`src/rtl/ps2_mouse_rx_if.sv`:
```
// Bus between the PS/2 receive deserialiser and its environment: the raw pad
// inputs plus the byte/strobe outputs toward the mouse master FSM.
interface ps2_mouse_rx_if;
  logic       READ_ENABLE;
  logic       CLK_MOUSE_IN;
  logic       DATA_MOUSE_IN;
  logic [7:0] BYTE_READ;
  logic [1:0] BYTE_ERROR_CODE;
  logic       BYTE_READY;

  modport master (
    output READ_ENABLE, CLK_MOUSE_IN, DATA_MOUSE_IN,
    input  BYTE_READ, BYTE_ERROR_CODE, BYTE_READY
  );

  modport slave (
    input  READ_ENABLE, CLK_MOUSE_IN, DATA_MOUSE_IN,
    output BYTE_READ, BYTE_ERROR_CODE, BYTE_READY
  );
endinterface

```
`src/rtl/ps2_mouse_rx.sv`:
```
// PS/2 device-to-host receiver: synchronises and de-glitches the mouse clock,
// shifts in 11-bit frames and strobes each byte with parity/stop error flags.
module ps2_mouse_rx #(
  parameter int FILTER_LEN     = 8,
  parameter int TIMEOUT_CYCLES = 200000
) (
  input  logic CLK,
  input  logic RESET,
  ps2_mouse_rx_if.slave bus
);

  localparam int FW = $clog2(FILTER_LEN + 1);
  localparam int TW = $clog2(TIMEOUT_CYCLES + 1);

  typedef enum logic [2:0] {IDLE, DATA, PARITY, STOP, DONE} state_t;

  logic          clk_s1_q, clk_s1_d, clk_s2_q, clk_s2_d;
  logic          dat_s1_q, dat_s1_d, dat_s2_q, dat_s2_d;
  logic [FW-1:0] flt_cnt_q, flt_cnt_d;
  logic          clk_flt_q, clk_flt_d;
  logic          clk_dly_q, clk_dly_d;
  logic          fall;

  state_t        state_q, state_d;
  logic [3:0]    bit_cnt_q, bit_cnt_d;
  logic [7:0]    shift_q, shift_d;
  logic          par_err_q, par_err_d;
  logic [TW-1:0] to_cnt_q, to_cnt_d;
  logic [7:0]    byte_read_q, byte_read_d;
  logic [1:0]    err_code_q, err_code_d;

  // Two-flop synchronisers on both pad inputs.
  always_comb begin
    clk_s1_d = bus.CLK_MOUSE_IN;
    clk_s2_d = clk_s1_q;
    dat_s1_d = bus.DATA_MOUSE_IN;
    dat_s2_d = dat_s1_q;
  end

  // The filtered clock flips only after FILTER_LEN consecutive samples that
  // disagree with it; any agreeing sample restarts the run.
  always_comb begin
    flt_cnt_d = '0;
    clk_flt_d = clk_flt_q;
    clk_dly_d = clk_flt_q;
    if (clk_s2_q != clk_flt_q) begin
      if (flt_cnt_q == FW'(FILTER_LEN - 1)) clk_flt_d = clk_s2_q;
      else                                  flt_cnt_d = flt_cnt_q + 1'b1;
    end
  end

  assign fall = clk_dly_q & ~clk_flt_q;

  always_comb begin
    state_d     = state_q;
    bit_cnt_d   = bit_cnt_q;
    shift_d     = shift_q;
    par_err_d   = par_err_q;
    to_cnt_d    = '0;
    byte_read_d = byte_read_q;
    err_code_d  = err_code_q;
    unique case (state_q)
      IDLE: begin
        if (fall && bus.READ_ENABLE && !dat_s2_q) begin
          state_d   = DATA;
          bit_cnt_d = '0;
        end
      end
      DATA, PARITY, STOP: begin
        if (!bus.READ_ENABLE) begin
          state_d = IDLE;
        end else if (fall) begin
          // FALL beats the timeout terminal count: counter stays cleared.
          unique case (state_q)
            DATA: begin
              shift_d[bit_cnt_q[2:0]] = dat_s2_q;
              bit_cnt_d = bit_cnt_q + 4'd1;
              if (bit_cnt_q == 4'd7) state_d = PARITY;
            end
            PARITY: begin
              par_err_d = ~(^shift_q ^ dat_s2_q);
              state_d   = STOP;
            end
            default: begin
              byte_read_d = shift_q;
              err_code_d  = {~dat_s2_q, par_err_q};
              state_d     = DONE;
            end
          endcase
        end else if (to_cnt_q == TW'(TIMEOUT_CYCLES - 1)) begin
          state_d = IDLE;
        end else begin
          to_cnt_d = to_cnt_q + 1'b1;
        end
      end
      DONE:    state_d = IDLE;
      default: state_d = IDLE;
    endcase
  end

  always_ff @(posedge CLK) begin
    if (RESET) begin
      clk_s1_q    <= 1'b1;
      clk_s2_q    <= 1'b1;
      dat_s1_q    <= 1'b1;
      dat_s2_q    <= 1'b1;
      flt_cnt_q   <= '0;
      clk_flt_q   <= 1'b1;
      clk_dly_q   <= 1'b1;
      state_q     <= IDLE;
      bit_cnt_q   <= '0;
      shift_q     <= '0;
      par_err_q   <= 1'b0;
      to_cnt_q    <= '0;
      byte_read_q <= '0;
      err_code_q  <= '0;
    end else begin
      clk_s1_q    <= clk_s1_d;
      clk_s2_q    <= clk_s2_d;
      dat_s1_q    <= dat_s1_d;
      dat_s2_q    <= dat_s2_d;
      flt_cnt_q   <= flt_cnt_d;
      clk_flt_q   <= clk_flt_d;
      clk_dly_q   <= clk_dly_d;
      state_q     <= state_d;
      bit_cnt_q   <= bit_cnt_d;
      shift_q     <= shift_d;
      par_err_q   <= par_err_d;
      to_cnt_q    <= to_cnt_d;
      byte_read_q <= byte_read_d;
      err_code_q  <= err_code_d;
    end
  end

  assign bus.BYTE_READ       = byte_read_q;
  assign bus.BYTE_ERROR_CODE = err_code_q;
  assign bus.BYTE_READY      = (state_q == DONE);

endmodule
```
`src/flat_wrapper.sv`:
```
// flat-port wrapper written by rule: the top's interface ports become plain ports
module ps2_mouse_rx_flat 
#(
  parameter int FILTER_LEN     = 8,
  parameter int TIMEOUT_CYCLES = 200000
)
  (CLK, RESET, bus_READ_ENABLE, bus_CLK_MOUSE_IN, bus_DATA_MOUSE_IN, bus_BYTE_READ, bus_BYTE_ERROR_CODE, bus_BYTE_READY);
  ps2_mouse_rx_if bus_i ();
  input  logic CLK;
  input  logic RESET;
  input wire logic [$bits(bus_i.READ_ENABLE)-1:0] bus_READ_ENABLE;
  input wire logic [$bits(bus_i.CLK_MOUSE_IN)-1:0] bus_CLK_MOUSE_IN;
  input wire logic [$bits(bus_i.DATA_MOUSE_IN)-1:0] bus_DATA_MOUSE_IN;
  output wire logic [$bits(bus_i.BYTE_READ)-1:0] bus_BYTE_READ;
  output wire logic [$bits(bus_i.BYTE_ERROR_CODE)-1:0] bus_BYTE_ERROR_CODE;
  output wire logic [$bits(bus_i.BYTE_READY)-1:0] bus_BYTE_READY;
  assign bus_i.READ_ENABLE = bus_READ_ENABLE;
  assign bus_i.CLK_MOUSE_IN = bus_CLK_MOUSE_IN;
  assign bus_i.DATA_MOUSE_IN = bus_DATA_MOUSE_IN;
  assign bus_BYTE_READ = bus_i.BYTE_READ;
  assign bus_BYTE_ERROR_CODE = bus_i.BYTE_ERROR_CODE;
  assign bus_BYTE_READY = bus_i.BYTE_READY;
  ps2_mouse_rx #(.FILTER_LEN(FILTER_LEN), .TIMEOUT_CYCLES(TIMEOUT_CYCLES)) u_core (.CLK(CLK), .RESET(RESET), .bus(bus_i));
endmodule
```
`config.mk`:
```
export PLATFORM = sky130hd
export DESIGN_NAME = ps2_mouse_rx_flat
export DESIGN_NICKNAME = d
export VERILOG_FILES = /design/src/rtl/ps2_mouse_rx_if.sv /design/src/rtl/ps2_mouse_rx.sv /design/src/flat_wrapper.sv
export SDC_FILE = /design/constraint.sdc
export NUM_CORES = 1
export LEC_CHECK = 0
export CAP_MARGIN = 20
export CORE_ASPECT_RATIO = 1.4
export CORE_MARGIN = 2
export CORE_UTILIZATION = 62
export DETAILED_ROUTE_END_ITERATION = 7
export GPL_TIMING_DRIVEN = 0
export PLACE_DENSITY = 0.83
export REMOVE_ABC_BUFFERS = 1
export SLEW_MARGIN = 20
export SYNTH_ARGS = -nofsm -noshare
export SYNTH_HDL_FRONTEND = slang
export SYNTH_SLANG_ARGS = --single-unit
```
`constraint.sdc`:
```
create_clock -name CLK -period 5.8 [get_ports CLK]
set_clock_uncertainty 0.05 [all_clocks]
set_input_delay 1.16 -clock CLK [delete_from_list [all_inputs] [get_ports CLK]]
set_output_delay 1.16 -clock CLK [all_outputs]
set_load 0.02 [all_outputs]
```
Word level (Yosys, flattened, before mapping)
Cells that the tools add are included.
{"block": "word_totals", "output_inout_bits": 11, "input_bits": 5, "elab_cells": 74, "ff_bits": 54}
{"block": "classes", "bitwise": 9, "n_addsub": 3, "reduce_logical": 17, "n_eq_ne": 14, "magnitude_cmp": 2, "mux": 15}
{"operator": "adder 18 x 1 -> 18 bit (second input constant)", "n": 1}
{"operator": "== test 18 bit (second input constant)", "n": 1}
{"operator": "two-way mux 4 bit", "n": 4}
{"operator": "two-way mux 3 bit", "n": 5}
{"operator": "case mux 3 bit (2 select lines)", "n": 2}
{"operator": "AND reduction 4 bit", "n": 3}
{"operator": "adder 4 x 1 -> 4 bit (second input constant)", "n": 2}
{"operator": "bitwise mux 8 bit", "n": 1}
{"operator": "== test 4 x 3 -> 1 bit (second input constant)", "n": 2}
{"operator": "case mux 4 bit (2 select lines)", "n": 1}
{"operator": "parity 8 bit", "n": 1}
{"operator": "NOT 1 bit", "n": 7}
{"operator": "== test 3 x 2 -> 1 bit (second input constant)", "n": 2}
{"operator": "!= test 2 x 1 -> 1 bit (second input constant)", "n": 3}
{"operator": "OR reduction 3 bit", "n": 2}
{"operator": "!= test 5 bit (second input constant)", "n": 1}
{"operator": "AND reduction 5 bit", "n": 1}
{"operator": "OR reduction 5 bit", "n": 1}
{"operator": "< comparator 3 x 4 -> 1 bit (second input constant)", "n": 1}
{"operator": "!= test 4 x 2 -> 1 bit (second input constant)", "n": 1}
{"operator": "demux 1 bit (select 3 bit)", "n": 1}
{"operator": "== test 3 x 1 -> 1 bit (second input constant)", "n": 1}
{"operator": "== test 3 bit (second input constant)", "n": 1}
{"operator": ">= comparator 3 x 1 -> 1 bit (second input constant)", "n": 1}
{"operator": "12 further kinds", "n": 14}

Longest topological paths before layout
Gate-level depths: netlist of the first run.
{"block": "logic_depth", "depth_word": 6, "ltp_mapped": 6, "mapped_depth_nobuf": 5}

Least setup slack after synthesis of the first run
OpenSTA, ideal clock, no wires.
{"block": "synth_timing", "kind": "input to register", "startpoint": "in bus_READ_ENABLE", "endpoint": "reg u_core.err_code_q[0] (netlist: u_core.bus.BYTE_ERROR_CODE[0])", "required_time_ns": 5.622, "n_path_buf": 2, "slack_ns": 3.408, "setup_ns": 0.128, "arrival_ns": 2.215, "cell_stages": 6, "cell_sequence": "nor4bb_1 clkbuf_1 nand3_1 buf_2 mux2i_1 nor2_1"}
{"block": "synth_via", "elab_chain_cells": 1}
{"item": "start: declaration", "line_no": "flat_wrapper.sv:11", "rtl": "input wire logic [$bits(bus_i.READ_ENABLE)-1:0] bus_READ_ENABLE;"}
{"item": "AND reduction 4 bit (no line)"}
{"item": "end signal: assignment", "line_no": "ps2_mouse_rx.sv:131", "rtl": "err_code_q <= err_code_d;"}
{"item": "end: declaration", "line_no": "ps2_mouse_rx.sv:30", "rtl": "logic [1:0] err_code_q, err_code_d;"}
Every way passes these cells.
A chain may end at the register's enable or synchronous reset.

Worst setup path in the final report of the first run
{"block": "layout_timing", "startpoint": "in bus_READ_ENABLE", "endpoint": "reg u_core.byte_read_q[7] (netlist: u_core.bus.BYTE_READ[7])"}
{"block": "layout_via", "elab_chain_cells": 1}
{"item": "AND reduction 4 bit (no line)"}
{"item": "end signal: assignment", "line_no": "ps2_mouse_rx.sv:130", "rtl": "byte_read_q <= byte_read_d;"}
{"item": "end: declaration", "line_no": "ps2_mouse_rx.sv:29", "rtl": "logic [7:0] byte_read_q, byte_read_d;"}
Every way passes these cells.

==> results of run 1 <==
[area by class of cell]
type                            instances  area [µm²]
Clock inverter                          2        60.1
Timing Repair Buffer                   15         145
Tap cell                               42        52.6
Fill cell                             264         976
Inverter                                7        26.3
Clock buffer                            6        82.6
Sequential cell                        54        1080
Multi-Input combinational cell        183        1220
[worst max-delay path by stage]
stage,slack [ps],cells past startpoint,startpoint,to
2_1_floorplan,2790,4,bus_READ_ENABLE,u_core.bus.BYTE_ERROR_CODE[0]
3_3_place_gp,1650,5,bus_READ_ENABLE,u_core.bus.BYTE_ERROR_CODE[0]
3_5_place_dp,2040,5,bus_READ_ENABLE,u_core.bus.BYTE_READ[5]
4_1_cts,2380,5,bus_READ_ENABLE,u_core.bus.BYTE_READ[5]
5_1_grt,2210,5,bus_READ_ENABLE,u_core.bus.BYTE_READ[5]
6_report,2410,5,bus_READ_ENABLE,u_core.bus.BYTE_READ[7]
[stage by stage]
stage / utilization, % / setup WS (ps) / hold slack (ps) / cells
3_3_place_gp: 69.3 / 1650 / 343 / 301
5_1_grt: 73.2 / 2210 / 383 / 309
4_1_cts: 73.4 / 2380 / 374 / 309
3_5_place_dp: 69.4 / 2040 / 350 / 301
6_report: 73.2 / 2410 / 371 / 309
2_1_floorplan: - / 2790 / 339 / 244
[cell usage after synthesis (4+ instances only)]
master | number | area [µm²]
or3_1 | 5 | 31.3
nor4_1 | 5 | 31.3
nor2_1 | 45 | 169
nor3_1 | 7 | 35.0
xor2_1 | 7 | 61.3
mux2i_1 | 20 | 200
nand3_1 | 11 | 55.1
clkbuf_1 | 10 | 37.5
nand2_1 | 8 | 30.0
nand4_1 | 9 | 56.3
a21oi_1 | 6 | 30.0
dfxtp_1 | 54 | 1080
inv_1 | 7 | 26.3
xnor2_1 | 17 | 149
or2_2 | 5 | 31.3
nor2b_1 | 4 | 25.0
o21ai_0 | 7 | 35.0
[cell families (layout without fill, tap and decap cells)]
kind of cell | count (synthesis) | in the layout | synth area share (%)
and+or+nand+nor | 117 | 117 | 26.5
DFF | 54 | 54 | 45.7
xor gates and xnor gates | 25 | 25 | 9.85
muxes | 21 | 21 | 8.95
buffers and inverters | 18 | 30 | 2.91
AOI/OAI and AO/OA | 17 | 17 | 4.50
adders and majority gates | 3 | 3 | 1.59
[layer usage]
metal | track usage (%) | vias up | routed length, µm
met5 | 0 | - | 0
met4 | 14.3 | 0 | 167
met3 | 3.71 | 16 | 94
met2 | 38.1 | 28 | 2210
met1 | 23.3 | 831 | 1720
li1 | - | 901 | -
[sequential cells by signal (all words and copies together) (netlist names)]
register                    flops
u_core.bit_cnt_q                4
u_core.bus.BYTE_ERROR_CODE      2
u_core.bus.BYTE_READ            8
u_core.clk_dly_d                1
u_core.clk_dly_q                1
u_core.clk_s1_q                 1
u_core.clk_s2_q                 1
u_core.dat_s1_q                 1
u_core.dat_s2_q                 1
u_core.flt_cnt_q                4
u_core.par_err_q                1
u_core.shift_q                  8
u_core.state_q                  3
u_core.to_cnt_q                18
[power groups by stage]
stage	Clock, µW	Sequential [µW]	Combinational, µW
after floorplan	0	382	4.16
after global placement	0	382	10.6
after detailed placement	0	382	10.6
after CTS	309	373	10.7
after global routing	325	374	11.3
final	305	373	10.2
[worst reg2reg max path: stages, from the launching register on]
cell and delay (ps):
dfxtp_1 370, nor4bb_2 800, nand3_1 690, mux2i_1 350
nor2_1 50
==> results by stage, run 1 <==
Synthesis:
- The share of flip-flops with an asynchronous set or reset is 0%.
- The share of the yosys chip area belonging to registers is 45.7%.
- A synthesized cell averages 9.27 µm².
- The cell area that synthesis handed to floorplanning was 0.00236 mm².
- The most common flop cell mapped by yosys is dfxtp_1.
- The number of enable flip-flop cells after synthesis is 0.
- The number of unique standard cell types used by synthesis is 38.
- The synthesized design contains 54 register bits.
- For this run, the number of Yosys warnings is 0.
- The synthesized instance count is 255.

Timing:
- Of the available clock period, the critical path in the final layout requires 58.5%.
- The shortest period the worst path allows is 3390 ps.
- Setup repair after global routing left no endpoint under its margin.
- At the pin with the least slew margin, the transition time is 872 ps.
- Setup total negative slack on the finished layout was measured at 0 ps.
- Derived from the worst setup path, the maximum achievable clock frequency is 295 MHz.
- The worst pin sits at a relative slew slack of 41.0%.
- The number of hold violations in the final report is 0.
- Setup violations remaining at the end of the flow were counted as 0.
- The final-report max-slew violation count is 0.

Worst setup path:
- The element type at the critical path end is a flop.
- The reg-to-reg endpoint is u_core.bus.BYTE_READ[7].
- The biggest cell delay along the critical path is 790 ps.
- STA classifies the critical path startpoint as an input port.
- The worst setup path is of the input port to flop kind.
- The worst register-to-register path has a depth of 4.
- In this run the critical register-to-register path is launched from u_core.state_q[2].
- Walking the worst path, the cells encountered are clkdlybuf4s50_1 > nor4bb_2 > nand3_1 > mux2i_1 > nor2_1.
- The setup slack on the worst flop-to-flop path is 3370 ps.
- At the worst endpoint, the arrival time is 3530 ps.
- The family with the most delay on the worst path is simple AND/OR/NAND/NOR gates.
- The data required time of the critical path is 5940 ps.
- Counting both buffers and inverters, the worst setup path holds a total of 1.
- Along the worst path, the maximum fanout reaches 11.
- The cell with the largest stage delay on the worst path is nor4bb_2.

GRT:
- The number of global-route vias before repair was 1747.
- Entering global routing, the biggest net connects 33 pins.
- For this run, the total global-route usage over all layers was measured as 21.7%.
- The sum of overflow across all layers after global routing is 0.
- The global-route wire length before repair is 7.38 mm.
- The initial antenna violation count is 0.

Pwr:
- The clock network power share is 44.3%.
- The share of total power dissipated in sequential elements is 54.2%.
- The internal cell power is 560 µW.
- For this design the static power due to leakage is 0.00101 µW.
- Per report_power, the combinational group accounts for 1.5% of the total.
- Of the total power, the share spent switching nets is 18.6%.
- The worst-case IR drop observed on VDD is 0.271 mV.
- The total power draw is 688 µW.
- In this run the power spent charging and discharging nets is 128 µW.
- The ratio of total power to cell area is 258 mW/mm².

Clock network:
- The total CTS buffers is 5.
- Clock-pin slew was measured on the worst setup and hold paths at 90 ps.
- The root buffer cell is clkbuf_8.
- The clock reaches the later pin of the worst-skew pair after 320 ps.
- Hold repair after CTS inserted 0 buffers.
- The number of instances resized during post-cts repair is 0.
- In this run the deepest clock path goes through 2 buffers.
- CTS saw 54 sinks.
- In this run the number of H-tree levels came out at 2.
- TritonCTS built the clock tree.
- The number of setup buffers added after CTS is 0.

Floorplan:
- The die outline area is 0.00433 mm².
- The I/O pin count is 16.
- The initial utilization of the core area, before any placement, comes to 64.9%.
- After floorplanning, the core was divided into 26 placement rows.
- In this run the standard cell core region covers 0.00364 mm².
- The vertical die dimension is 77.1 µm.
- The width of the die is 56.2 µm.

Detailed routing:
- The remaining antenna violation count after routing is 0.
- After detailed routing, the average wire length per cell comes to 13.6 µm.
- The length of the first detailed-routing pass in iterations is 4.
- Using the TritonRoute via totals, the vias-per-cell ratio works out to 5.75.
- The final route contains 1776 vias.
- The number of DRC markers in iteration 0 is 64.
- The detailed-route DRC error count is 0.
- Summed over all layers, the routed wires come to 4.19 mm.

Cells and area:
- The leading cell type in the layout, fill and taps excluded is dfxtp_1.
- The net count of the finished layout is 274.
- Summing all non-filler instances in the final layout gives an area of 0.00267 mm².
- The area overhead of the layout relative to synthesis is 12.9%.
- The library cells used most frequently in the layout, excluding fill and tap cells, are 54 x dfxtp_1, 45 x nor2_1, 20 x mux2i_1.
- The share of cells above drive strength 1 is 8.24%.
- The repair_antennas step left the layout with diodes totalling 0.

Hold path:
- In this run the most critical hold path is launched from u_core.dat_s1_q.
- The worst hold path terminates at u_core.dat_s2_q.
- The tightest min-delay check is of the flop to flop type.
- The worst hold path depth is 1.

Placed design:
- Routability-driven placement finished with a final weighted congestion of 0.848.
- The post-detailed-placement cell area is 0.00253 mm².
- Detailed placement ended at an HPWL of 2.90 mm.
- The count of buffers added on input and output ports is 15.

Outcome:
- The run finished with clean final reports.

Job:
- Across the run, the number of max-cap violations was 0.
No activity file was read; power rests on OpenSTA's default activity.
==> inputs of run 2 (changes only) <==
--- a/config.mk
+++ b/config.mk
@@ -8,10 +8,10 @@
 export CAP_MARGIN = 20
 export CORE_ASPECT_RATIO = 1.4
 export CORE_MARGIN = 2
-export CORE_UTILIZATION = 62
+export CORE_UTILIZATION = 52
 export DETAILED_ROUTE_END_ITERATION = 7
 export GPL_TIMING_DRIVEN = 0
-export PLACE_DENSITY = 0.83
+export PLACE_DENSITY = 0.74
 export REMOVE_ABC_BUFFERS = 1
 export SLEW_MARGIN = 20
 export SYNTH_ARGS = -nofsm -noshare
==> constraint.sdc (replaced) <==
create_clock -name CLK -period 2.8 [get_ports CLK]
set_clock_uncertainty 0.05 [all_clocks]
set_input_delay 0.56 -clock CLK [delete_from_list [all_inputs] [get_ports CLK]]
set_output_delay 0.56 -clock CLK [all_outputs]
set_load 0.02 [all_outputs]
==> results by stage, run 2 (synthesis gave the netlist of run 1 again) <==
Worst setup path:
- The maximum fanout encountered on the critical timing path is 11.
- The critical path goes through clkdlybuf4s50_1 > nor4bb_2 > nand3_2 > mux2i_1 > nor2_1.
- The data required time of the critical path is 2930 ps.
- The slowest stage of the critical path is the nor4bb_2 cell.
- In this design, the stage delay of the slowest critical-path cell is 770 ps.
- Data on the critical path arrives at its endpoint at 2630 ps.
- STA classifies the critical path startpoint as an input port.
- The element type at the critical path end is a flop.
- The worst setup path category is input port to flop.

Job:
- The tool flagged a number of max-cap violations equal to 0.

Placed design:
- The HPWL after detailed placement is 2.77 mm.
- The post-place setup slack is -333 ps.
- In this run the tool buffered the top-level ports with 15 buffer cells.
- The weighted congestion at the end of routability-driven global placement is 0.785.

Clock network:
- The total CTS buffers is 5.
- The number of buffers inserted for hold repair after clock tree synthesis is 0.
- In this run the number of H-tree levels came out at 2.
- After clock tree synthesis, the clock-pin slew on the worst setup and hold paths is 100 ps.
- In this run the deepest clock path goes through 2 buffers.
- The clock drives 54 sinks.
- The number of instances resized during post-cts repair is 1.
- The clock tree from TritonCTS is yes.
- The number of setup buffers added after CTS is 0.
- For the worst-skew pair, the clock arrives at the later sink with an insertion delay of 310 ps.
- CTS placed an instance of clkbuf_8 at the clock tree root.

Timing:
- The final worst-path setup slack is 302 ps.
- For the pin with the worst max-slew slack, the measured transition is 850 ps.
- In the finished design, the share of the clock period the worst path needs comes to 89.2%.
- The worst relative slew slack is 42.5%.
- After routing, the total negative slack on setup checks comes to 0 ps.
- Setup violations remaining at the end of the flow were counted as 0.
- The final-report max-slew violation count was 0.
- The number of hold violations in the final report is 0.
- Derived from the worst setup path, the maximum achievable clock frequency is 400 MHz.
- Setup repair after global routing left no endpoint under its margin.
- The shortest period the worst path allows is 2500 ps.

Cells and area:
- The number of flip-flops in the largest register is 18.
- The area overhead of the layout relative to synthesis is 12.6%.
- The post-layout net count is 274.
- The register with the highest flop count is u_core.to_cnt_q.
- The library cell used most frequently in the layout, excluding fill and tap cells, is dfxtp_1.
- The repair_antennas step left the layout with diodes totalling 0.
- The library cells used most frequently in the layout, excluding fill and tap cells, are 54 x dfxtp_1, 45 x nor2_1, 20 x mux2i_1.
- Of the cells placed in the final design, the portion with a size suffix greater than 1 is 7.87%.
- The post-route core utilization is 59.6%.

Pwr:
- The ratio of total power to cell area is 487 mW/mm².
- Across the VDD grid, the largest voltage drop is 0.373 mV.
- The static power due to leakage is 0.000992 µW.

Detailed routing:
- The final wirelength is 3.95 mm.
- The remaining antenna violation count after routing is 0.
- In the routed layout, each cell is associated on average with a via count of 5.23.
- After detailed routing, the number of remaining DRC violations is 0.
- In the final routed layout, each cell accounts on average for 12.0 µm.
- For this block, the initial DRC count from the detailed router was 58.
- The first detailed-routing pass ran for 4 iterations.
- The number of vias after detailed routing is 1720.

Floorplan:
- For this design the top-level I/O count stands at 16.
- In this run the standard cell core region covers 0.00446 mm².
- The number of placement rows is 29.
- The die covers 0.00511 mm².
- The width of the die is 61.0 µm.
- The vertical die dimension is 83.8 µm.
- The initial utilization of the core area, before any placement, comes to 53.0%.

GRT:
- The number of global-route vias before repair was 1606.
- The initial antenna violation count is 0.
- The largest net degree at the start of global routing is 33.
- The first global-routing pass estimated 6.85 mm of wire.
- The overall global routing resource usage is 17.6%.
- Summed over all layers, the global routing overflow is 0.

Hold path:
- The path category of the worst min-delay check is flop to flop.

Outcome:
- The flow ran to the end, and the final reports show no timing, DRC or antenna violations.
==> run 2: worst paths after layout <==
kind                                   startpoint  cells after the start                      end  slack, ps
worst max register to register  u_core.state_q[2]                      4  u_core.bus.BYTE_READ[7]        690
worst min register to register    u_core.dat_s1_q                      1          u_core.dat_s2_q        360
worst min-delay path              u_core.dat_s1_q                      1          u_core.dat_s2_q        360
worst max-delay path              bus_READ_ENABLE                      5  u_core.bus.BYTE_READ[7]        300
==> run 2: metal layers <==
layer | track usage, % | routed length, µm | share of wire [%] | up-vias
li1 | - | - | - | 901
met3 | 4.19 | 90 | 2.3 | 8
met2 | 29.1 | 2000 | 51 | 16
met5 | 0 | 0 | 0 | -
met1 | 20.9 | 1770 | 45 | 795
met4 | 7.71 | 87 | 2.2 | 0
==> run 2: power breakdown <==
part           internal [µW]  switching, µW
Sequential               770           3.00
Clock                    268            234
Combinational           9.45           12.0
==> run 2: cell type report <==
| cell class | instances | area, µm² |
|---|---|---|
| fillers | 402 | 1800 |
| inverters | 7 | 26.3 |
| well taps | 62 | 77.6 |
| clock inverters | 1 | 30.0 |
| flip-flops and latches | 54 | 1080 |
| multi-input cells | 183 | 1220 |
| clock buffers | 7 | 76.3 |
| repair buffers | 15 | 145 |
==> run 2: worst max-delay path, delay by kind of cell <==
kind                   cells  cell delay [ps]
buffers and inverters      1              500
multiplexers               1              280
AND/OR/NAND/NOR            3             1280
==> run 2: per-stage QoR <==
step / instances / power, µW / instance area, µm² / hold WS, ps
4_1_cts: 329 / 1310 / 2670 / 370
2_1_floorplan: 244 / 799 / 2320 / 339
5_1_grt: 329 / 1340 / 2660 / 405
3_5_place_dp: 321 / 814 / 2550 / 350
3_3_place_gp: 321 / 814 / 2550 / 342
6_report: 329 / 1300 / 2660 / 362
==> inputs of run 3 (changes only) <==
--- a/config.mk
+++ b/config.mk
@@ -7,7 +7,7 @@
 export LEC_CHECK = 0
 export CAP_MARGIN = 20
 export CORE_ASPECT_RATIO = 1.4
-export CORE_MARGIN = 2
+export CORE_MARGIN = 3
 export CORE_UTILIZATION = 52
 export DETAILED_ROUTE_END_ITERATION = 7
 export GPL_TIMING_DRIVEN = 0
==> results by stage, run 3 (synthesis gave the netlist of run 1 again) <==
Clock network:
- The clock slew seen by the registers of the worst setup and hold paths is 100 ps.
- The number of setup buffers added after CTS is 0.
- The latest clock arrival within the worst-skew pair is 300 ps.
- CTS placed an instance of clkbuf_8 at the clock tree root.
- CTS built an H-tree with a depth of 2.
- The total CTS buffers is 5.
- The count of clock tree sinks is 54.
- The longest clock path from root to sink contains 2 buffers.
- The clock tree from TritonCTS is yes.

Cells and area:
- The number of flip-flops in the largest register is 18.
- In the layout the commonest cells are 54 x dfxtp_1, 45 x nor2_1, 20 x mux2i_1.
- The area overhead of the layout relative to synthesis is 13.8%.
- Once layout is complete, the utilization of the core stands at 62.4%.
- At the end of the flow, the number of nets in the layout was 274.
- 0 antenna diodes ended up in the layout.
- The leading cell type in the layout, fill and taps excluded is dfxtp_1.
- The register with the highest flop count is u_core.to_cnt_q.
- The share of cells above drive strength 1 is 8.61%.

Worst setup path:
- The maximum fanout encountered on the critical timing path is 11.
- The startpoint of the worst-slack reg-to-reg timing path is u_core.state_q[2].
- The element type at the critical path end is a flop.
- The worst register-to-register path has a setup slack of 630 ps.
- The number of cells on the worst reg-to-reg path is 4.
- The worst setup path is launched from an input port.
- The critical path arrival is 2710 ps.
- In this run the critical register-to-register path is captured at u_core.bus.BYTE_READ[0].
- STA puts the critical path data required time at 2930 ps.
- The worst setup path category is input port to flop.

GRT:
- The initial antenna violation count was 0.
- The sum of overflow across all layers after global routing is 0.
- The largest net degree at the start of global routing is 33.
- The number of global-route vias before repair is 1679.
- The overall global routing resource usage is 16.4%.
- The first global-routing pass estimated 7.26 mm of wire.

Detailed routing:
- Dividing the detail-routed wire length by the instance count gives 12.3 µm.
- The final wirelength is 4.01 mm.
- Once detail routing completed, the nets flagged for antenna violations numbered 0.
- Across all layers, the routed design uses 1754 vias.
- The detailed-route vias per instance is 5.36.
- The length of the first detailed-routing pass in iterations is 4.
- After detailed routing, the number of remaining DRC violations is 0.
- The number of DRC markers in iteration 0 is 79.

Pwr:
- The static power due to leakage is 0.00101 µW.
- The total power draw is 1400 µW.
- The maximum vdd drop is 0.358 mV.
- Power spread over the standard cell area amounts to 520 mW/mm².

Hold path:
- The start point of the worst min-delay path is u_core.dat_s1_q.
- The worst hold path depth is 1.
- The worst hold path terminates at u_core.dat_s2_q.
- The path category of the worst min-delay check is flop to flop.

Floorplan:
- The die is 63.0 µm wide.
- From bottom edge to top edge, the die measures 85.8 µm.
- The number of placement rows is 28.
- The die outline area is 0.00540 mm².
- The area of the placeable core is 0.00431 mm².
- The initial cell density of the core is 54.8%.
- The I/O pin count is 16.

Timing:
- The slew of the pin with the lowest slew margin is 913 ps.
- The number of hold violations in the final report was 0.
- Hold is met by 370 ps.
- The maximum clock frequency is 388 MHz.
- The worst pin sits at a relative slew slack of 38.3%.
- In the post-route analysis, the smallest setup slack over all paths is 220 ps.
- The clock period could shrink to 2580 ps.
- Setup violations remaining at the end of the flow were counted as 0.
- Setup repair after global routing left no endpoint under its margin.
- The final-report max-slew violation count is 0.
- The final clock period utilization by the worst path is 92.1%.
- Summed over all failing endpoints, the final setup total negative slack is 0 ps.

Placed design:
- The post-place setup slack is -406 ps.
- The final HPWL from detailed placement is 2.82 mm.
- The count of input and output buffers is 15.
- The weighted congestion at the end of routability-driven global placement is 0.745.

Job:
- Across the run, the number of max-cap violations was 0.

Outcome:
- The run finished with clean final reports.
==> run 3: changes by cell type in the layout (fill, tap and decap cells not counted) <==
cell,previous run,this run
bufinv_16,1,2
clkinv_4,0,1
clkbuf_1,2,0
==> run 3: metal layers <==
layer / wire length (µm) / share of wire, % / global-route usage (%) / vias up
li1: - / - / - / 902
met1: 1780 / 44 / 18.9 / 830
met2: 2090 / 52 / 29.8 / 16
met3: 90 / 2.2 / 3.67 / 6
met4: 55 / 1.4 / 5.42 / 0
met5: 0 / 0 / 0 / -
==> run 3: final cells by class <==
cell class              count  area [µm²]
clock inverters             3        68.8
fillers                   373        1620
flip-flops and latches     54        1080
clock buffers               5        68.8
multi-input cells         183        1220
well taps                  60        75.1
repair buffers             15         145
inverters                   7        26.3
==> run 3: how the worst max path moves through the flow <==
| stage | slack [ps] | endpoint | startpoint | depth (start not counted) |
|---|---|---|---|---|
| 6_report | 220 | u_core.bus.BYTE_READ[0] | bus_READ_ENABLE | 5 |
| 5_1_grt | 30 | u_core.bus.BYTE_READ[2] | bus_READ_ENABLE | 5 |
| 4_1_cts | 170 | u_core.bus.BYTE_READ[0] | bus_READ_ENABLE | 5 |
| 3_5_place_dp | -410 | u_core.bus.BYTE_READ[0] | bus_READ_ENABLE | 5 |
| 3_3_place_gp | -840 | u_core.bus.BYTE_READ[7] | bus_READ_ENABLE | 5 |
| 2_1_floorplan | 390 | u_core.bus.BYTE_ERROR_CODE[0] | bus_READ_ENABLE | 4 |
==> run 3: what timing repair did <==
item,CTS,global route
hold buffers,0,0
endpoints found under the setup margin,10,0
resized for setup,1,0
==> run 3: metrics by stage <==
stage | area [µm²] | std cells
2_1_floorplan | 2320 | 244
3_3_place_gp | 2550 | 319
3_5_place_dp | 2550 | 319
4_1_cts | 2700 | 327
5_1_grt | 2690 | 327
6_report | 2690 | 327
==> run 3: critical path, cell delays in order <==
cell and delay, ps:
clkdlybuf4s50_1 510, nor4bb_2 820, nand3_2 470, mux2i_1 290, nor2_1 60
==> run 3: power breakdown <==
part / internal, µW / switching (µW)
clock: 358 / 247
sequential: 770 / 3.00
combinational: 9.43 / 11.6
total: 1140 / 261
